**src/rtl/uart_pkg.sv**
```systemverilog
// Shared types and constants for the UART transmit path.
// Build with UART_TX_PARITY_EN defined to add an even-parity bit (11-bit frame).
package uart_pkg;

  localparam int DATA_BITS = 8;

`ifdef UART_TX_PARITY_EN
  localparam int FRAME_BITS = 11;
`else
  localparam int FRAME_BITS = 10;
`endif

  localparam logic IDLE_LEVEL = 1'b1;

  typedef enum logic [2:0] {
    ST_IDLE,
    ST_START,
    ST_DATA,
`ifdef UART_TX_PARITY_EN
    ST_PARITY,
`endif
    ST_STOP
  } tx_state_e;

endpackage

```
**src/rtl/uart_tx_fifo.sv**
```systemverilog
// Byte queue feeding the serializer: wrapping pointers plus a fill counter.
// Full and empty come from the counter so a wrapped pointer pair is never ambiguous.
module uart_tx_fifo
  import uart_pkg::*;
#(
  parameter int DEPTH = 16
) (
  input  logic                   clk_i,
  input  logic                   reset_i,
  input  logic                   wr_en_i,
  input  logic [DATA_BITS-1:0]   wr_data_i,
  input  logic                   rd_en_i,
  output logic [DATA_BITS-1:0]   rd_data_o,
  output logic                   full_o,
  output logic                   empty_o,
  output logic [$clog2(DEPTH):0] count_o
);

  localparam int AW = $clog2(DEPTH);

  logic [DATA_BITS-1:0] mem_q [DEPTH];
  logic [AW-1:0]        wr_ptr_q;
  logic [AW-1:0]        rd_ptr_q;
  logic [AW:0]          count_q;
  logic                 do_wr;
  logic                 do_rd;

  assign full_o    = (count_q == (AW+1)'(DEPTH));
  assign empty_o   = (count_q == '0);
  assign count_o   = count_q;
  assign rd_data_o = mem_q[rd_ptr_q];

  // A write while full is dropped even if a pop happens in the same cycle.
  assign do_wr = wr_en_i && !full_o;
  assign do_rd = rd_en_i && !empty_o;

  // NOTE: the storage array has no reset; pointers and count alone decide which entries are valid.
  always_ff @(posedge clk_i) begin
    if (do_wr) mem_q[wr_ptr_q] <= wr_data_i;
  end

  always_ff @(posedge clk_i) begin
    if (reset_i) begin
      wr_ptr_q <= '0;
      rd_ptr_q <= '0;
      count_q  <= '0;
    end else begin
      if (do_wr) wr_ptr_q <= wr_ptr_q + AW'(1);
      if (do_rd) rd_ptr_q <= rd_ptr_q + AW'(1);
      case ({do_wr, do_rd})
        2'b10:   count_q <= count_q + (AW+1)'(1);
        2'b01:   count_q <= count_q - (AW+1)'(1);
        default: count_q <= count_q;
      endcase
    end
  end

endmodule

```
**src/rtl/uart_tx_serializer.sv**
```systemverilog
// Queued UART transmitter: byte FIFO plus start/data/stop serializer FSM.
// Defining UART_TX_PARITY_EN inserts an even-parity bit between data and stop.
module uart_tx_serializer
  import uart_pkg::*;
#(
  parameter int CLKS_PER_BIT = 868,
  parameter int FIFO_DEPTH   = 16
) (
  input  logic                        UART_CLK,
  input  logic                        reset,
  input  logic                        write_req,
  input  logic [7:0]                  write_data,
  output logic                        tx,
  output logic                        busy,
  output logic                        full,
  output logic                        empty,
  output logic [$clog2(FIFO_DEPTH):0] fill_level,
  output logic                        overflow
);

  localparam int                 CNT_W      = $clog2(CLKS_PER_BIT);
  localparam logic [CNT_W-1:0]   CNT_RELOAD = CNT_W'(CLKS_PER_BIT - 1);
  localparam logic [2:0]         LAST_BIT   = 3'(DATA_BITS - 1);

  tx_state_e            state_q, state_d;
  logic                 tx_q, tx_d;
  logic [DATA_BITS-1:0] shift_q, shift_d;
  logic [2:0]           bit_idx_q, bit_idx_d;
  logic [CNT_W-1:0]     cnt_q, cnt_d;
  logic                 overflow_q, overflow_d;
  logic                 pop;
  logic                 bit_done;
  logic [DATA_BITS-1:0] head_byte;
`ifdef UART_TX_PARITY_EN
  logic                 parity_q, parity_d;
`endif

  uart_tx_fifo #(
    .DEPTH(FIFO_DEPTH)
  ) u_fifo (
    .clk_i    (UART_CLK),
    .reset_i  (reset),
    .wr_en_i  (write_req),
    .wr_data_i(write_data),
    .rd_en_i  (pop),
    .rd_data_o(head_byte),
    .full_o   (full),
    .empty_o  (empty),
    .count_o  (fill_level)
  );

  assign bit_done   = (cnt_q == '0);
  assign overflow_d = overflow_q | (write_req & full);
  assign tx         = tx_q;
  assign busy       = (state_q != ST_IDLE);
  assign overflow   = overflow_q;

  // NOTE: every next-state signal gets its hold value first so no path through the case leaves a latch.
  always_comb begin
    state_d   = state_q;
    tx_d      = tx_q;
    shift_d   = shift_q;
    bit_idx_d = bit_idx_q;
    cnt_d     = cnt_q;
    pop       = 1'b0;
`ifdef UART_TX_PARITY_EN
    parity_d  = parity_q;
`endif

    if (state_q != ST_IDLE) cnt_d = bit_done ? CNT_RELOAD : cnt_q - CNT_W'(1);

    case (state_q)
      ST_IDLE:  if (!empty) pop = 1'b1;
      ST_START: begin
        if (bit_done) begin
          state_d   = ST_DATA;
          tx_d      = shift_q[0];
          shift_d   = {1'b0, shift_q[DATA_BITS-1:1]};
          bit_idx_d = '0;
        end
      end
      ST_DATA: begin
        if (bit_done) begin
          if (bit_idx_q == LAST_BIT) begin
`ifdef UART_TX_PARITY_EN
            state_d = ST_PARITY;
            tx_d    = parity_q;
`else
            state_d = ST_STOP;
            tx_d    = 1'b1;
`endif
          end else begin
            tx_d      = shift_q[0];
            shift_d   = {1'b0, shift_q[DATA_BITS-1:1]};
            bit_idx_d = bit_idx_q + 3'd1;
          end
        end
      end
`ifdef UART_TX_PARITY_EN
      ST_PARITY: begin
        if (bit_done) begin
          state_d = ST_STOP;
          tx_d    = 1'b1;
        end
      end
`endif
      ST_STOP: begin
        if (bit_done) begin
          if (!empty) begin
            pop = 1'b1;
          end else begin
            state_d = ST_IDLE;
            tx_d    = IDLE_LEVEL;
          end
        end
      end
      default: begin
        state_d = ST_IDLE;
        tx_d    = IDLE_LEVEL;
      end
    endcase

    // Loading the next byte drops the line low on the same edge: no idle gap between frames.
    if (pop) begin
      state_d = ST_START;
      tx_d    = 1'b0;
      shift_d = head_byte;
      cnt_d   = CNT_RELOAD;
`ifdef UART_TX_PARITY_EN
      parity_d = ^head_byte;
`endif
    end
  end

  always_ff @(posedge UART_CLK) begin
    if (reset) begin
      state_q    <= ST_IDLE;
      tx_q       <= IDLE_LEVEL;
      shift_q    <= '0;
      bit_idx_q  <= '0;
      cnt_q      <= '0;
      overflow_q <= 1'b0;
`ifdef UART_TX_PARITY_EN
      parity_q   <= 1'b0;
`endif
    end else begin
      state_q    <= state_d;
      tx_q       <= tx_d;
      shift_q    <= shift_d;
      bit_idx_q  <= bit_idx_d;
      cnt_q      <= cnt_d;
      overflow_q <= overflow_d;
`ifdef UART_TX_PARITY_EN
      parity_q   <= parity_d;
`endif
    end
  end

endmodule

```
**config.mk**
```make
export PLATFORM = sky130hd
export DESIGN_NAME = uart_tx_serializer
export DESIGN_NICKNAME = d
export VERILOG_FILES = /design/src/rtl/uart_pkg.sv /design/src/rtl/uart_tx_fifo.sv /design/src/rtl/uart_tx_serializer.sv
export SDC_FILE = /design/constraint.sdc
export NUM_CORES = 1
export LEC_CHECK = 0
export ABC_CLOCK_PERIOD_IN_PS = 3300
export CAP_MARGIN = 20
export CORE_MARGIN = 10
export CORE_UTILIZATION = 30
export DETAILED_ROUTE_END_ITERATION = 12
export GPL_ROUTABILITY_DRIVEN = 0
export HOLD_SLACK_MARGIN = 0.06
export PLACE_DENSITY = 0.52
export SKIP_LAST_GASP = 1
export SLEW_MARGIN = 15
export SYNTH_ARGS = -nofsm -noshare
export SYNTH_HDL_FRONTEND = slang
export SYNTH_SLANG_ARGS = --single-unit
```
**constraint.sdc**
```tcl
create_clock -name UART_CLK -period 3.3 [get_ports UART_CLK]
set_input_delay 0.66 -clock UART_CLK [delete_from_list [all_inputs] [get_ports UART_CLK]]
set_output_delay 0.66 -clock UART_CLK [all_outputs]
set_load 0.02 [all_outputs]
```
==> flow_metrics.tcl, run 1 <==
set metrics [dict create \
    dr.first_iter.drc_count 271 \
    dr_wl_met2_um 7232 \
    antenna_found_initial 0 \
    synth_seq_cells 170 \
    skew_ns 0.008751 \
    cts_max_level 4 \
    synth_edf_count 128 \
    cts_hold_buf 0 \
    grt_max_degree 33 \
    syn_area_per_cell_um2 15.71 \
    vias 3909 \
    synth_compound_area_frac 0.06779 \
    rsz0062_at_grt "no" \
    cts_resized 0 \
    postRouteAntennaNets 0 \
    synth_ff_type "edfxtp_1" \
    synth_async_sr_flop_share 0 \
    wire_per_inst_um 17.69 \
    clock_latency_ns 0.43 \
    cts_buffers 17 \
    drive_gt1_frac 0.2134 \
    synth_top_family_by_area "multiplexers" \
    min_period_ns 3.054 \
    wirelength_um 14600 \
    p_leak_nw 2.759 \
    cp_max_fo 6 \
    io_pins 21 \
    drt_pre_antenna_iters 5 \
    status "complete, no violations" \
    yosysTopAreaCellShare 0.5437 \
    crit_path_end_kind "register" \
    route.detailed.drc 0 \
    grt_pass1_wl_um 23280 \
    syn_nets 478 \
    finalHoldViolCount 0 \
    synthCells 450 \
    synthTopCellsByArea "edfxtp_1 (54%), dfxtp_1 (12%), mux4_2 (10%), ha_1 (3.0%), nor2_1 (2.2%)" \
    yosys-mux-area-fraction 0.1232 \
    ys_warn_count 0 \
    max_clock_freq_mhz 327.4 \
    crit_type "register to register" \
    post-route-period-util 0.9255 \
    clock_sinks 170 \
    utilization 0.3584 \
    yosys.area_share.simple 0.07168 \
    peakVddDrop_v 0.0003391 \
    slew_violations 0 \
    ys_types 49 \
    die_width_um 173.5 \
    drv_cap 0 \
    track_usage 0.09929 \
    yosys.area_share.adder 0.03009 \
    die_h_um 173.5 \
    dp_hpwl_um 9426 \
    cts_buffer_depth 2 \
    max_slew_margin 0.3640 \
    rows 56 \
    syn_to_final_growth_pct 18.30 \
    cts_root_buf "clkbuf_16" \
    nets 521 \
    yosysMostFrequentCell "edfxtp_1" \
    max_slew.worst_pin.slew_ns 0.9510 \
    yosys-top-cells-count "edfxtp_1 (128), dfxtp_1 (42), nor2_1 (41), mux4_2 (32)" \
    synth-xor-area-share 0.02230 \
    coreArea_um2 23330 \
    syn_area_um2 7069 \
    cp.required_ns 3.61 \
    clk_pin_slew_ns 0.06 \
    synth_largest_area_cell "edfxtp_1" \
    finalSetupViolCount 0 \
    worstPathArrival_ns 3.37 \
    wl_met3_um 436 \
    die-area_um2 30100 \
    grt_pass1_vias 4061 \
    seq_area_frac_synth 0.6627 \
    power_density_nw_per_um2 791.6 \
    post_cts_buffers 0 \
    grt_overflow_total 0 \
    startpoint_type "register" \
    numPortBuffers 20 \
    topRoutingLayerUsed "met4" \
    cts_tree "done" \
    vias_per_cell 4.738 \
    insertedDiodeCount 0 \
    hold_path_class "register to register" \
    fin_setup_tns_ns 0 \
    initial_core_util 0.3030 \
    wl_met1_um 6769 \
]
## critical path, cell delays in order (launching register included)
cell      delay, ns
dfxtp_2        0.39
inv_1          0.08
ha_1           0.18
nor2b_1        0.16
a41oi_1        0.26
nand2b_4       0.21
inv_2          0.05
ha_1           0.19
xor2_1         0.15
ha_1           0.23
o21a_1         0.18
o21ai_0        0.18
nand2b_1       0.07
a211oi_1       0.25
mux2_2         0.36
## routing by layer
layer  track usage  up-vias
met5             0        -
met4       0.03521        0
met3       0.02592       10
met2        0.1600       65
met1        0.1263     1991
li1              -     1843
## cell usage in the layout, fill, tap and decap left out, types with 12 or more instances in the layout
cell,n
edfxtp_1,128
nor2_1,41
dfxtp_1,40
mux4_2,32
buf_4,29
clkdlybuf4s50_1,20
a22oi_1,17
ha_1,17
clkbuf_16,17
a21oi_1,16
nor3_1,12
nand2_1,12
## cell families (layout without fill, tap and decap cells)
kind of cell / Yosys count / count (layout)
DFF: 170 / 170
buffers and inverters: 36 / 92
xor gates and xnor gates: 18 / 18
adders and majority gates: 17 / 17
and+or+nand+nor: 97 / 97
AOI/OAI and AO/OA: 66 / 66
muxes: 46 / 46
## registers in the layout (all words and copies together), names as in the netlist, named ones only
| signal | cells |
|---|---|
| u_fifo.mem_q | 128 |
| u_fifo.wr_ptr_q | 4 |
| bit_idx_q | 3 |
| overflow | 1 |
| u_fifo.rd_ptr_q | 4 |
| shift_q | 8 |
| cnt_q | 10 |
| state_q | 2 |
| tx | 1 |
| u_fifo.count_o | 5 |
## final cells by class
cell class                      instances  area (um2)
Sequential cell                       170        4687
Timing Repair Buffer                   49       417.9
Clock buffer                           17       425.4
Inverter                               11       41.29
Fill cell                            2218       14970
Tap cell                              319       399.1
Multi-Input combinational cell        244        2227
Clock inverter                         15       165.2
## power by group
group / switching [mW] / total (mW) / internal (mW)
combinational: 1.01 / 1.89 / 0.882
clock: 0.888 / 2.02 / 1.13
sequential: 0.213 / 2.71 / 2.50
## metrics by stage
step / instances / cell area [um2] / power, mW / hold slack (ns) / worst slack [ns]
final: 825 / 8363 / 6.620 / 0.4784 / 0.2459
after global routing: 825 / 8363 / 7.002 / 0.5141 / 0.03336
after CTS: 825 / 8362 / 6.692 / 0.4813 / 0.1480
after detailed placement: 793 / 7771 / 4.662 / 0.4634 / 0.1643
after global placement: 793 / 7771 / 4.634 / 0.4575 / 0.1991
after floorplan: 450 / 7069 / 4.114 / 0.4454 / 0.05128
## final timing paths
| check | start | end | slack, ns | depth (start not counted) |
|---|---|---|---|---|
| setup / recovery | cnt_q[1] | u_fifo.count_o[4] | 0.25 | 14 |
| setup reg to reg | cnt_q[1] | u_fifo.count_o[4] | 0.25 | 14 |
| hold / removal | overflow | overflow | 0.48 | 2 |
| hold reg to reg | overflow | overflow | 0.48 | 2 |
(Power assumes the default switching activity.)
==> run 2: changes to the inputs <==
--- a/config.mk
+++ b/config.mk
@@ -5,16 +5,17 @@
 export SDC_FILE = /design/constraint.sdc
 export NUM_CORES = 1
 export LEC_CHECK = 0
-export ABC_CLOCK_PERIOD_IN_PS = 3300
+export ABC_CLOCK_PERIOD_IN_PS = 2800
 export CAP_MARGIN = 20
 export CORE_MARGIN = 10
-export CORE_UTILIZATION = 30
+export CORE_UTILIZATION = 45
 export DETAILED_ROUTE_END_ITERATION = 12
 export GPL_ROUTABILITY_DRIVEN = 0
 export HOLD_SLACK_MARGIN = 0.06
-export PLACE_DENSITY = 0.52
+export PLACE_DENSITY = 0.7
 export SKIP_LAST_GASP = 1
 export SLEW_MARGIN = 15
 export SYNTH_ARGS = -nofsm -noshare
 export SYNTH_HDL_FRONTEND = slang
 export SYNTH_SLANG_ARGS = --single-unit
+export TNS_END_PERCENT = 30
==> constraint.sdc (replaced) <==
create_clock -name UART_CLK -period 2.8 [get_ports UART_CLK]
set_input_delay 0.56 -clock UART_CLK [delete_from_list [all_inputs] [get_ports UART_CLK]]
set_output_delay 0.56 -clock UART_CLK [all_outputs]
set_load 0.02 [all_outputs]
==> run 2 against run 1 <==
  * Highest routed layer unchanged
  * Sequential power rose by 17%
  * Final cell count fell by 12%
  * Count of clock-buffer cells in the layout rose by 1
  * Sequential share of layout area rose by 0.33 points
  * Design area fell by 0.34%
==> flow_metrics.tcl, run 2 (synthesis results as in run 1) <==
set metrics [dict create \
    status "complete, no violations" \
    antenna_found_initial 0 \
    insertedDiodeCount 0 \
    cts_tree "done" \
    drv_cap 0 \
    max_clock_freq_mhz 372.6 \
    crit_type "register to register" \
    skew_ns 0.008262 \
    startpoint_type "register" \
    grt_pass1_vias 4085 \
    postRouteAntennaNets 0 \
    reg.largest.list "u_fifo.mem_q (128), cnt_q (10), shift_q (8)" \
    hold_path_class "register to register" \
    nets 528 \
    io_pins 21 \
    cp_max_fo 5 \
    initial_core_util 0.4616 \
    worstPathArrival_ns 3.00 \
    mostFrequentLayoutCell "edfxtp_1" \
    p_leak_nw 2.805 \
    finalHoldViolCount 0 \
    dp_slack_ns -0.01333 \
    cp-startpoint "cnt_q[0]" \
    timing.hold.ws_ns 0.4817 \
    die_h_um 145.3 \
    rr_endpoint "u_fifo.count_o[4]" \
    wire_per_inst_um 19.57 \
    worst_path_max_delay_cell "dfxtp_4" \
    numPortBuffers 20 \
    cts_buffer_depth 2 \
    die_width_um 145.3 \
    drt_pre_antenna_iters 4 \
    vias_per_cell 5.635 \
    crit_chain "inv_2, ha_2, nor2b_4, a41oi_2, nand2b_4, inv_2, ha_4, xor2_1, ha_2, o21a_1, o21ai_1, nand2b_1, a211oi_2, mux2_4" \
    slowest_delay_ns 0.37 \
    fillers 1247 \
    cts_root_buf "clkbuf_16" \
    route.detailed.drc 0 \
    cp.required_ns 3.11 \
    peakVddDrop_v 0.0005202 \
    rsz0062_at_grt "yes" \
    grt_max_degree 33 \
    r2r_slack_ns 0.12 \
    min-delay-start "shift_q[7]" \
    largest_reg_flops 128 \
    utilization 0.5442 \
    vias 4074 \
    whs_path_depth 2 \
    max_slew_margin 0.5495 \
    clk_pin_slew_ns 0.06 \
    dr.first_iter.drc_count 245 \
    min_period_ns 2.684 \
    rows 45 \
    r2r_start "cnt_q[0]" \
    track_usage 0.1338 \
    coreArea_um2 15310 \
    die-area_um2 21120 \
    cts_max_level 4 \
    clock_sinks 170 \
    slew_violations 0 \
    cts_buffers 17 \
    power_density_nw_per_um2 948.2 \
    syn_to_final_growth_pct 17.89 \
    crit_path_end_kind "register" \
    dp_hpwl_um 9028 \
    final_cell_mix "edfxtp_1 (128), nor2_1 (41), dfxtp_1 (37), buf_4 (35), mux4_2 (32)" \
    max_slew.worst_pin.slew_ns 0.6737 \
    wirelength_um 14150 \
    worst_slack_ns 0.1159 \
    ff2ff_path_depth 14 \
    grt_pass1_wl_um 22280 \
    largest_register "u_fifo.mem_q" \
    finalSetupViolCount 0 \
    dp_cells 686 \
    stdcell_count 723 \
    grt_overflow_total 0 \
    fin_setup_tns_ns 0 \
    post-route-period-util 0.9586 \
    min_to "shift_q[7]" \
    drive_gt1_frac 0.2422 \
    clock_latency_ns 0.42 \
]
run 2: cell types whose count changed in the layout (fill, tap and decap cells not counted), sizes merged:
| cell | before | now |
|---|---|---|
| dlymetal6s2s | 0 | 1 |
| clkinvlp | 1 | 2 |
| clkinv | 7 | 4 |
| buf | 29 | 36 |
| clkbuf | 17 | 18 |
| clkdlybuf4s50 | 20 | 19 |
run 2: cell type report:
cell class / instances / area [um2] / area share
clock inverters: 13 / 140.1 / 0.01681
clock buffers: 18 / 429.2 / 0.05149
well taps: 211 / 264.0 / 0.03168
repair buffers: 56 / 485.5 / 0.05825
inverters: 11 / 41.29 / 0.004954
multi-input cells: 244 / 2276 / 0.2731
flip-flops and latches: 170 / 4698 / 0.5637
run 2: report_power, final:
part / leakage (nW) / switching, mW / internal [mW]
clock: 0.273 / 0.967 / 1.32
sequential: 1.50 / 0.208 / 2.95
combinational: 1.03 / 1.29 / 1.16
run 2: critical path: cells and delay by family (launching register included):
family          cells  cell delay (ns)
compound gates      4             0.76
fa+ha+maj           3             0.53
xor+xnor            1             0.14
buf+inv             2             0.09
simple gates        3             0.38
mux                 1             0.31
flops               1             0.37
run 2: worst max-delay path by stage:
stage / to / depth (start not counted)
after CTS: full / 3
after detailed placement: u_fifo.count_o[4] / 11
after global routing: u_fifo.count_o[4] / 14
after floorplan: u_fifo.count_o[4] / 15
after global placement: u_fifo.count_o[4] / 11
final: u_fifo.count_o[4] / 14
run 2: routing by layer:
layer  routed length (um)  part of all wire  global-route usage
met4                  127            0.0090             0.04196
met1                 5989              0.42              0.1594
met3                  740             0.052             0.04346
met2                 7294              0.52              0.2253
met5                    0                 0                   0
run 2: metrics by stage:
stage | area (um2) | power (mW)
6_report | 8334 | 7.902
5_1_grt | 8334 | 8.303
4_1_cts | 8269 | 7.847
3_5_place_dp | 7700 | 5.559
3_3_place_gp | 7700 | 5.492
2_1_floorplan | 7142 | 4.941
run 2: timing repair:
item | CTS | global route
endpoints found under the setup margin | 0 | 3
hold endpoints to repair | 0 | 0
resized for setup | 0 | 6
setup buffers | 0 | 6
hold buffers | 0 | 0
